### src/rtl/alu_req_arbiter_if.sv
// Bundle between alu_req_arbiter, its NREQ clients and the ALU datapath control unit.
// The arbiter takes the slave modport; the client/datapath side takes the master modport.
interface alu_req_arbiter_if #(
  parameter int NREQ = 4,
  parameter int W    = 4
);
  // Handshake: req[i] is a level a client holds until ack[i], a one-cycle pulse that
  // marks rsp_data/rsp_err valid for that client. dp_go is a one-cycle start pulse;
  // dp_done is a one-cycle completion pulse that qualifies dp_out/dp_err.
  logic [NREQ-1:0]   req;
  logic [3*NREQ-1:0] req_f;
  logic [W*NREQ-1:0] req_x;
  logic [W*NREQ-1:0] req_y;
  logic [NREQ-1:0]   gnt;
  logic [NREQ-1:0]   ack;
  logic [2*W-1:0]    rsp_data;
  logic              rsp_err;
  logic              busy;
  logic              dp_go;
  logic [2:0]        dp_f;
  logic [W-1:0]      dp_x;
  logic [W-1:0]      dp_y;
  logic              dp_done;
  logic              dp_err;
  logic [2*W-1:0]    dp_out;
  logic [1:0]        dbg_state;

  modport master (
    output req, req_f, req_x, req_y, dp_done, dp_err, dp_out,
    input  gnt, ack, rsp_data, rsp_err, busy, dp_go, dp_f, dp_x, dp_y, dbg_state
  );

  modport slave (
    input  req, req_f, req_x, req_y, dp_done, dp_err, dp_out,
    output gnt, ack, rsp_data, rsp_err, busy, dp_go, dp_f, dp_x, dp_y, dbg_state
  );
endinterface

### src/rtl/alu_req_arbiter.sv
// Round-robin arbiter sharing one go/done ALU datapath among NREQ clients.
// Optional WAIT timeout abort is compiled in with ARB_TIMEOUT_EN.
module alu_req_arbiter #(
  parameter int NREQ    = 4,
  parameter int W       = 4,
  parameter int TIMEOUT = 63
) (
  input logic clk,
  input logic rst,
  alu_req_arbiter_if.slave bus
);
  localparam int IW = (NREQ > 1) ? $clog2(NREQ) : 1;
  localparam logic [NREQ-1:0] ONE = NREQ'(1);

  typedef enum logic [1:0] {IDLE = 2'd0, ISSUE = 2'd1, WAIT = 2'd2, RESP = 2'd3} state_t;

  state_t        state;
  logic [IW-1:0] ptr;
  logic [IW-1:0] idx;
  logic [IW-1:0] sel_idx;
  logic [IW-1:0] cand;
  logic          sel_found;
  logic [2:0]    f_sel;
  logic [W-1:0]  x_sel;
  logic [W-1:0]  y_sel;
  int            j;

`ifdef ARB_TIMEOUT_EN
  logic [7:0] wait_cnt;
  logic [7:0] wait_cnt_nxt;
  assign wait_cnt_nxt = wait_cnt + 8'd1;
`endif

  assign bus.dbg_state = state;

  // Scan ptr, ptr+1, ... wrapping at NREQ; the first pending request wins.
  always_comb begin
    sel_idx   = '0;
    sel_found = 1'b0;
    cand      = '0;
    j         = 0;
    for (int i = 0; i < NREQ; i++) begin
      j = int'(ptr) + i;
      if (j >= NREQ) j = j - NREQ;
      cand = IW'(j);
      if (!sel_found && bus.req[cand]) begin
        sel_found = 1'b1;
        sel_idx   = cand;
      end
    end
  end

  always_comb begin
    f_sel = '0;
    x_sel = '0;
    y_sel = '0;
    for (int i = 0; i < NREQ; i++) begin
      if (sel_idx == IW'(i)) begin
        f_sel = bus.req_f[3*i +: 3];
        x_sel = bus.req_x[W*i +: W];
        y_sel = bus.req_y[W*i +: W];
      end
    end
  end

  always_ff @(posedge clk or posedge rst) begin
    if (rst) begin
      state        <= IDLE;
      ptr          <= '0;
      idx          <= '0;
      bus.gnt      <= '0;
      bus.ack      <= '0;
      bus.rsp_data <= '0;
      bus.rsp_err  <= 1'b0;
      bus.busy     <= 1'b0;
      bus.dp_go    <= 1'b0;
      bus.dp_f     <= '0;
      bus.dp_x     <= '0;
      bus.dp_y     <= '0;
`ifdef ARB_TIMEOUT_EN
      wait_cnt     <= '0;
`endif
    end else begin
      case (state)
        IDLE: begin
          if (sel_found) begin
            idx       <= sel_idx;
            bus.dp_f  <= f_sel;
            bus.dp_x  <= x_sel;
            bus.dp_y  <= y_sel;
            bus.gnt   <= ONE << sel_idx;
            bus.dp_go <= 1'b1;
            bus.busy  <= 1'b1;
            state     <= ISSUE;
          end
        end
        ISSUE: begin
          bus.dp_go <= 1'b0;
`ifdef ARB_TIMEOUT_EN
          wait_cnt  <= '0;
`endif
          state     <= WAIT;
        end
        WAIT: begin
          // A completion in the same cycle as the timeout takes precedence.
          if (bus.dp_done) begin
            bus.rsp_data <= bus.dp_out;
            bus.rsp_err  <= bus.dp_err;
            bus.ack      <= ONE << idx;
            state        <= RESP;
          end
`ifdef ARB_TIMEOUT_EN
          else if (wait_cnt_nxt == 8'(TIMEOUT)) begin
            bus.rsp_data <= '0;
            bus.rsp_err  <= 1'b1;
            bus.ack      <= ONE << idx;
            state        <= RESP;
          end else begin
            wait_cnt <= wait_cnt_nxt;
          end
`endif
        end
        RESP: begin
          bus.ack  <= '0;
          bus.gnt  <= '0;
          bus.busy <= 1'b0;
          ptr      <= (idx == IW'(NREQ - 1)) ? '0 : idx + 1'b1;
          state    <= IDLE;
        end
        default: state <= IDLE;
      endcase
    end
  end
endmodule
### src/flat_wrapper.sv
// flat-port wrapper written by rule: the top's interface ports become plain ports
module alu_req_arbiter_flat 
#(
  parameter int NREQ    = 4,
  parameter int W       = 4,
  parameter int TIMEOUT = 63
)
  (clk, rst, bus_req, bus_req_f, bus_req_x, bus_req_y, bus_dp_done, bus_dp_err, bus_dp_out, bus_gnt, bus_ack, bus_rsp_data, bus_rsp_err, bus_busy, bus_dp_go, bus_dp_f, bus_dp_x, bus_dp_y, bus_dbg_state);
  alu_req_arbiter_if #(.NREQ(NREQ), .W(W)) bus_i ();
  input logic clk;
  input logic rst;
  input wire logic [$bits(bus_i.req)-1:0] bus_req;
  input wire logic [$bits(bus_i.req_f)-1:0] bus_req_f;
  input wire logic [$bits(bus_i.req_x)-1:0] bus_req_x;
  input wire logic [$bits(bus_i.req_y)-1:0] bus_req_y;
  input wire logic [$bits(bus_i.dp_done)-1:0] bus_dp_done;
  input wire logic [$bits(bus_i.dp_err)-1:0] bus_dp_err;
  input wire logic [$bits(bus_i.dp_out)-1:0] bus_dp_out;
  output wire logic [$bits(bus_i.gnt)-1:0] bus_gnt;
  output wire logic [$bits(bus_i.ack)-1:0] bus_ack;
  output wire logic [$bits(bus_i.rsp_data)-1:0] bus_rsp_data;
  output wire logic [$bits(bus_i.rsp_err)-1:0] bus_rsp_err;
  output wire logic [$bits(bus_i.busy)-1:0] bus_busy;
  output wire logic [$bits(bus_i.dp_go)-1:0] bus_dp_go;
  output wire logic [$bits(bus_i.dp_f)-1:0] bus_dp_f;
  output wire logic [$bits(bus_i.dp_x)-1:0] bus_dp_x;
  output wire logic [$bits(bus_i.dp_y)-1:0] bus_dp_y;
  output wire logic [$bits(bus_i.dbg_state)-1:0] bus_dbg_state;
  assign bus_i.req = bus_req;
  assign bus_i.req_f = bus_req_f;
  assign bus_i.req_x = bus_req_x;
  assign bus_i.req_y = bus_req_y;
  assign bus_i.dp_done = bus_dp_done;
  assign bus_i.dp_err = bus_dp_err;
  assign bus_i.dp_out = bus_dp_out;
  assign bus_gnt = bus_i.gnt;
  assign bus_ack = bus_i.ack;
  assign bus_rsp_data = bus_i.rsp_data;
  assign bus_rsp_err = bus_i.rsp_err;
  assign bus_busy = bus_i.busy;
  assign bus_dp_go = bus_i.dp_go;
  assign bus_dp_f = bus_i.dp_f;
  assign bus_dp_x = bus_i.dp_x;
  assign bus_dp_y = bus_i.dp_y;
  assign bus_dbg_state = bus_i.dbg_state;
  alu_req_arbiter #(.NREQ(NREQ), .W(W), .TIMEOUT(TIMEOUT)) u_core (.clk(clk), .rst(rst), .bus(bus_i));
endmodule
### config.mk
export PLATFORM = sky130hd
export DESIGN_NAME = alu_req_arbiter_flat
export DESIGN_NICKNAME = d
export VERILOG_FILES = /design/src/rtl/alu_req_arbiter_if.sv /design/src/rtl/alu_req_arbiter.sv /design/src/flat_wrapper.sv
export SDC_FILE = /design/constraint.sdc
export NUM_CORES = 1
export LEC_CHECK = 0
export BUFFER_PORTS_ARGS = -buffer_cell sky130_fd_sc_hd__buf_2
export CORE_AREA = 2 2 69 71
export DETAILED_ROUTE_END_ITERATION = 12
export DIE_AREA = 0 0 71 73
export HOLD_SLACK_MARGIN = 0.06
export PLACE_DENSITY_LB_ADDON = 0.05
export SLEW_MARGIN = 10
export SYNTH_ARGS = -nofsm -noshare
export SYNTH_HDL_FRONTEND = slang
export SYNTH_SLANG_ARGS = --single-unit
### constraint.sdc
create_clock -name clk -period 2.2 [get_ports clk]
set_input_delay 0.44 -clock clk [delete_from_list [all_inputs] [get_ports clk]]
set_output_delay 0.44 -clock clk [all_outputs]
set_load 0.005 [all_outputs]
==> results of run 1 <==
path summary, 6_finish.rpt:
kind / start / endpoint / slack [ns]
max: u_core.bus.dbg_state[1] / u_core.bus.dp_x[0] / 0.42
min: rst / u_core.bus.dp_y[3] / 0.25
max reg2reg: u_core.bus.dbg_state[1] / u_core.bus.dp_x[0] / 0.42
min reg2reg: u_core.bus.rsp_data[1] / u_core.bus.rsp_data[1] / 0.50
max in group asynchronous: rst / u_core.bus.gnt[3] / 1.63
min in group clk: bus_dp_out[1] / u_core.bus.rsp_data[1] / 0.39
flip-flops by register name, indices dropped and copies added, names as in the netlist, 2 cells and up:
register              cells
u_core.bus.dp_f           3
u_core.idx                2
u_core.bus.ack            4
u_core.bus.gnt            4
u_core.bus.dp_x           4
u_core.ptr                2
u_core.bus.dp_y           4
u_core.bus.dbg_state      2
u_core.bus.rsp_data       8
routing by layer:
metal | vias to the layer above | wire, µm | track usage (%)
li1 | 918 | - | -
met1 | 829 | 2120 | 26.2
met2 | 63 | 2430 | 32.4
met3 | 4 | 292 | 4.42
met4 | 0 | 43 | 5.03
met5 | - | 0 | 0
final cells by class:
| class | count | area [µm²] |
|---|---|---|
| flip-flops and latches | 36 | 901 |
| well taps | 54 | 67.6 |
| multi-input cells | 150 | 1020 |
| clock inverters | 3 | 18.8 |
| clock buffers | 5 | 68.8 |
| inverters | 8 | 30.0 |
| repair buffers | 98 | 508 |
| fillers | 428 | 1920 |
worst reg2reg max path: cells and delay by family (launching register included):
| kind | cells | cell delay, ns |
|---|---|---|
| and+or+nand+nor | 1 | 0.18 |
| buffers and inverters | 2 | 0.27 |
| adders and majority gates | 1 | 0.24 |
| DFF | 1 | 0.42 |
| AOI/OAI and AO/OA | 3 | 0.56 |
power groups by stage:
stage / combinational, mW / sequential [mW] / clock [mW]
2_1_floorplan: 1.03 / 1.22 / 0
3_3_place_gp: 1.57 / 1.21 / 0
3_5_place_dp: 1.59 / 1.22 / 0
4_1_cts: 1.59 / 1.21 / 0.473
5_1_grt: 1.77 / 1.27 / 0.501
6_report: 1.56 / 1.21 / 0.462
cells in the final DEF (no fill, tap or decap), types with 3 or more instances in the layout:
| cell type | instances |
|---|---|
| buf_2 | 91 |
| dfrtp_1 | 36 |
| nand2_1 | 25 |
| a211oi_1 | 22 |
| nor2_1 | 16 |
| nor3_1 | 12 |
| mux2i_1 | 12 |
| mux2_2 | 10 |
| o21ai_0 | 9 |
| ha_1 | 9 |
| inv_1 | 8 |
| buf_4 | 7 |
| nor2b_1 | 6 |
| clkbuf_8 | 5 |
| a31oi_1 | 4 |
| nand2b_1 | 3 |
per-stage QoR:
step | instance area [µm²] | hold WS [ns] | cells | worst slack (ns)
2_1_floorplan | 2030 | 0.487 | 206 | 0.509
3_3_place_gp | 2530 | 0.482 | 346 | 0.376
3_5_place_dp | 2530 | 0.489 | 346 | 0.291
4_1_cts | 2610 | 0.265 | 354 | 0.421
5_1_grt | 2610 | 0.303 | 354 | 0.234
6_report | 2610 | 0.248 | 354 | 0.423
logic make-up (layout without fill, tap and decap cells):
| family | Yosys count | count (layout) | synth area share, % |
|---|---|---|---|
| AO/OA/AOI/OAI | 51 | 51 | 17.8 |
| adder cells (fa/ha/maj) | 9 | 9 | 5.55 |
| buffers and inverters | 20 | 114 | 5.36 |
| flip-flops | 36 | 36 | 44.4 |
| multiplexers | 22 | 22 | 11.5 |
| AND/OR/NAND/NOR | 68 | 68 | 15.4 |
==> key figures, run 1 <==
Run status
  • Status: complete, no violations

Pwr
  • Combinational cell fraction of total power: 48.3%
  • Highest ir drop seen on vdd: 0.503 mV
  • Power per cell area: 1230 nW/µm²
  • Leakage power total: 1.31 nW
  • Fraction of power spent switching nets: 39.3%
  • Share of total power in the clock network: 14.3%
  • Cell internal pwr: 1.96 mW
  • Sequential group share of total power: 37.4%
  • Net load switching power: 1.27 mW
  • Final total power: 3.23 mW

Synthesis
  • Post-Syn Area: 2030 µm²
  • Number of nets in the synthesized netlist: 275
  • Most common cell in the netlist: dfrtp_1
  • Biggest area consumer among synthesized cells: dfrtp_1
  • Fraction of post-synthesis cell area in the top cell type by area: 44.4%
  • Main synth FF type: dfrtp_1
  • Synthesized netlist cell count: 206
  • Cell types with the largest area share after synthesis: dfrtp_1 44%, a211oi_1 8.1%, mux2i_1 5.9%
  • Commonest cells in the synthesized netlist: 36 x dfrtp_1, 25 x nand2_1, 22 x a211oi_1
  • Async set-reset flop share out of synthesis: 100%
  • Distinct cell type count after synthesis: 36
  • Mean post-synth cell area: 9.85 µm²
  • Post-synth EDFFs: 0
  • Seq cells post-synth: 36
  • Proportion of synthesized chip area in sequential cells: 44.4%
  • Yosys warning total: 0

CTS
  • TritonCTS clock tree: built
  • Clk slew on worst S/H paths: 0.08 ns
  • Hold buffer count at cts: 0
  • Maximum buffer depth of the clock tree: 2
  • Number of clock sinks: 36
  • Total of cells resized after clock tree synthesis: 0
  • Insertion delay of the later-clocked pin in the worst-skew pair: 0.28 ns
  • Buffers inserted by post-CTS timing repair: 0
  • Clock root buffer master: clkbuf_8
  • TritonCTS buffer count: 5
  • Number of levels the H-tree was split into: 2

Critical path
  • WP buf/inv: 2
  • Worst Path Class, Setup: reg -> reg
  • Cells traversed along the worst timing path: inv_1 -> ha_1 -> inv_1 -> nor2_1 -> o21ai_2 -> a211oi_1 -> a211oi_1
  • CP delay by family, top: compound AO/OA/AOI/OAI gates
  • Cell at the slowest stage of the critical path: dfrtp_1
  • Largest incremental delay on the critical path: 0.42 ns
  • Nature of the critical path endpoint: register
  • CP Max Fanout: 12
  • Nature of the critical path startpoint: register
  • Logic depth of the worst register-to-register path: 7
  • Critical Path Stages: 7
  • Data required time of the worst path: 2.37 ns
  • Critical path data arrival time: 1.94 ns

Timing
  • Final Cycle Share: 80.8%
  • Worst slew margin relative to its limit: 53.0%
  • Timing-limited maximum frequency: 0.563 GHz
  • Clock Skews: 0.00698 ns
  • Final min period: 1.78 ns
  • Total Negative Setup Slacks: 0 ns
  • Total of endpoints with negative setup slack in the final report: 0
  • Unrepaired setup endpoints after global routing: no
  • Worst-margin pin slew: 0.702 ns
  • Max-slew violation count: 0
  • Final hold vios: 0

Floorplan
  • Area of the die: 5180 µm²
  • Core region area: 4540 µm²
  • Boundary pin count: 92
  • Horiz. Die Dim: 71 µm
  • Die Y: 73 µm
  • Standard-cell rows: 25
  • Initial Utilization: 44.7%

Run
  • Max-cap violations: 0

Drt
  • DRT antenna net count: 0
  • Initial DRC count: 74
  • Detail-routed via count per cell: 5.12
  • Number of optimization iterations in the first detailed-route pass: 4
  • Vias: 1814
  • Total routed wirelength: 4880 µm
  • Routed wire length per instance: 13.8 µm
  • Drt drc: 0

Cells and area
  • Layout cells sized above 1: 40.0%
  • Final core utilization: 57.6%
  • Number of diodes added for antenna fixing: 0
  • Final net count: 368
  • Area Growth Syn to Fin: 28.8%

Place
  • Input/output buffers: 91
  • HPWL after detailed placement: 3650 µm
  • Final weighted congestion in routability-driven placement: 0.800

Global route
  • Global route overflow: 0
  • Maximum number of pins on one net before global-route repair: 37
  • Initial antenna violation count: 0
  • Total global routing track utilization: 19.6%
  • Via count of the first global-routing pass: 1682
  • First-pass GRT wire length: 8070 µm

Min path
  • Type of the tightest min-delay check: in -> async
No activity file was read; power rests on OpenSTA's default activity.
==> run 2: changes to the inputs <==
Settings changed: CORE_AREA 2 2 69 71 to 2 2 73 75, DIE_AREA 0 0 71 73 to 0 0 75 77.
Clock period 2.2 ns to 1.6 ns, I/O delays scaled along.
==> key figures, run 2 (synthesis gave the netlist of run 1 again) <==
Drt
  • Detail-routed via count per cell: 4.98 (was 5.12)
  • Total routed wirelength: 5550 µm (was 4880 µm)
  • Initial DRC count: 68 (was 74)
  • Number of optimization iterations in the first detailed-route pass: 4 (unchanged)
  • Vias: 1933 (was 1814)
  • Routed wire length per instance: 14.3 µm (was 13.8 µm)
  • DRT antenna net count: 0 (unchanged)
  • Drt drc: 0 (unchanged)

Run
  • Max-cap violations: 0 (unchanged)

Global route
  • Global route overflow: 0 (unchanged)
  • First-pass GRT wire length: 8130 µm (was 8070 µm)
  • Initial antenna violation count: 0 (unchanged)
  • Total global routing track utilization: 18.3% (was 19.6%)
  • Via count of the first global-routing pass: 1753 (was 1682)
  • Maximum number of pins on one net before global-route repair: 37 (unchanged)

Critical path
  • Worst-case register-to-register setup slack: -0.007 ns (was 0.42 ns)
  • Critical path data arrival time: 1.80 ns (was 1.94 ns)
  • Nature of the critical path endpoint: register (unchanged)
  • Worst Path Class, Setup: reg -> reg (unchanged)
  • Cell at the slowest stage of the critical path: dfrtp_2 (was dfrtp_1)
  • CP Max Fanout: 5 (was 12)
  • WP buf/inv: 1 (was 2)
  • Nature of the critical path startpoint: register (unchanged)
  • CP delay by family, top: flip-flops (was compound AO/OA/AOI/OAI gates)
  • Largest incremental delay on the critical path: 0.44 ns (was 0.42 ns)
  • Data required time of the worst path: 1.79 ns (was 2.37 ns)
  • Cells traversed along the worst timing path: nand2b_1 -> a21o_1 -> and3_4 -> buf_12 -> mux2i_1 -> a211oi_1 (was inv_1 -> ha_1 -> inv_1 -> nor2_1 -> o21ai_2 -> a211oi_1 -> a211oi_1)

CTS
  • Clk slew on worst S/H paths: 0.08 ns (about the same)
  • Maximum buffer depth of the clock tree: 2 (unchanged)
  • Hold buffer count at cts: 0 (unchanged)
  • Number of levels the H-tree was split into: 2 (unchanged)
  • Clock root buffer master: clkbuf_8 (unchanged)
  • TritonCTS clock tree: built (unchanged)
  • TritonCTS buffer count: 5 (unchanged)
  • Number of clock sinks: 36 (unchanged)
  • Insertion delay of the later-clocked pin in the worst-skew pair: 0.29 ns (was 0.28 ns)

Timing
  • Post-layout worst setup margin: -0.00686 ns (was 0.423 ns)
  • Timing-limited maximum frequency: 0.622 GHz (was 0.563 GHz)
  • Max-slew violation count: 0 (unchanged)
  • Worst-margin pin slew: 0.474 ns (was 0.702 ns)
  • Final Cycle Share: 100% (was 80.8%)
  • Total of endpoints with negative setup slack in the final report: 4 (was 0)
  • Unrepaired setup endpoints after global routing: yes (was no)
  • Final min period: 1.61 ns (was 1.78 ns)
  • Worst slew margin relative to its limit: 68.4% (was 53.0%)
  • Clock Skews: 0.00608 ns (was 0.00698 ns)
  • Final hold vios: 0 (unchanged)

Pwr
  • Power per cell area: 1720 nW/µm² (was 1230 nW/µm²)
  • Highest ir drop seen on vdd: 0.850 mV (was 0.503 mV)
  • Leakage power total: 1.42 nW (was 1.31 nW)

Place
  • HPWL after detailed placement: 3950 µm (was 3650 µm)
  • Area after detailed placement: 2670 µm² (was 2530 µm²)
  • Minimum setup slack after placement: -0.147 ns (was 0.291 ns)
  • Final weighted congestion in routability-driven placement: 0.819 (was 0.800)
  • Input/output buffers: 91 (unchanged)

Cells and area
  • Commonest non-fill, non-tap cell in the layout: buf_2 (unchanged)
  • Area Growth Syn to Fin: 43.9% (was 28.8%)
  • Final net count: 386 (was 368)
  • Commonest cells after routing, fill and taps aside: 91 x buf_2, 35 x dfrtp_1, 24 x nand2_1 (was 91 x buf_2, 36 x dfrtp_1, 25 x nand2_1)
  • Largest register by flop count: u_core.bus.rsp_data (unchanged)
  • Number of diodes added for antenna fixing: 0 (unchanged)
  • Layout cells sized above 1: 49.1% (was 40.0%)
  • Final core utilization: 58.7% (was 57.6%)
  • Max reg flops: 8 (unchanged)
  • Layout fillers: 453 (was 428)
  • Layout Cell Area excl Fill: 2920 µm² (was 2610 µm²)

Floorplan
  • Area of the die: 5780 µm² (was 5180 µm²)
  • Horiz. Die Dim: 75 µm (was 71 µm)
  • Core region area: 4980 µm² (was 4540 µm²)
  • Initial Utilization: 40.8% (was 44.7%)
  • Die Y: 77 µm (was 73 µm)
  • Boundary pin count: 92 (unchanged)
  • Standard-cell rows: 26 (was 25)

Run status
  • Failing checks: setup timing
  • Status: complete, but fails checks (was complete, no violations)

Min path
  • Type of the tightest min-delay check: in -> async (unchanged)
-- run 2: cell type report --
cell class	instances	area, µm²	share of cell area (%)
timing repair buffer	115	677	23.2
inverter	8	30.0	1.03
clock inverter	3	18.8	0.643
multi-input combinational	151	1140	38.9
clock buffer	5	68.8	2.36
sequential	36	902	30.9
tap	70	87.6	3.00
-- run 2: what timing repair did --
action                     4_1_cts  5_1_grt
setup buffers                    4        0
gates cloned                     0        1
pin swaps                        8        7
gates resized for setup          6       14
setup endpoints to repair       14       13
-- run 2: final timing paths --
| kind | startpoint | end | cells past startpoint |
|---|---|---|---|
| max in group asynchronous | rst | u_core.ptr[1] | 3 |
| worst max-delay path | u_core.ptr[1] | u_core.bus.dp_x[0] | 6 |
| worst min-delay path | rst | u_core.bus.rsp_err | 3 |
| worst max register to register | u_core.ptr[1] | u_core.bus.dp_x[0] | 6 |
| worst min register to register | u_core.bus.ack[3] | u_core.bus.ack[3] | 2 |
| min in group clk | bus_dp_out[1] | u_core.bus.rsp_data[1] | 2 |
-- run 2: metrics by stage --
stage               hold WS, ns  TNS, ns  std cells  power [mW]
floorplan                 0.471        0        206        3.12
global placement          0.452   -0.807        375        4.07
detailed placement        0.458    -1.37        375        4.10
CTS                       0.137  -0.0956        387        4.92
global route              0.170   -0.646        388        5.44
finish                    0.121  -0.0138        388        5.03
-- run 2: report_power, final --
part / switching (mW) / internal [mW]
registers: 0.284 / 1.36
clock network: 0.347 / 0.304
logic: 1.34 / 1.40
total: 1.97 / 3.07
-- run 2: metal layers --
layer / GRT usage, % / wire (µm) / vias to the layer above
li1: - / - / 956
met1: 23.9 / 2470 / 904
met2: 29.9 / 2660 / 68
met3: 4.20 / 381 / 5
met4: 4.82 / 38 / 0
met5: 0 / 0 / -
-- run 2: tightest hold or removal path, cell delays in order --
cell   delay [ns]
buf_2        0.09
inv_1        0.04
buf_4        0.40
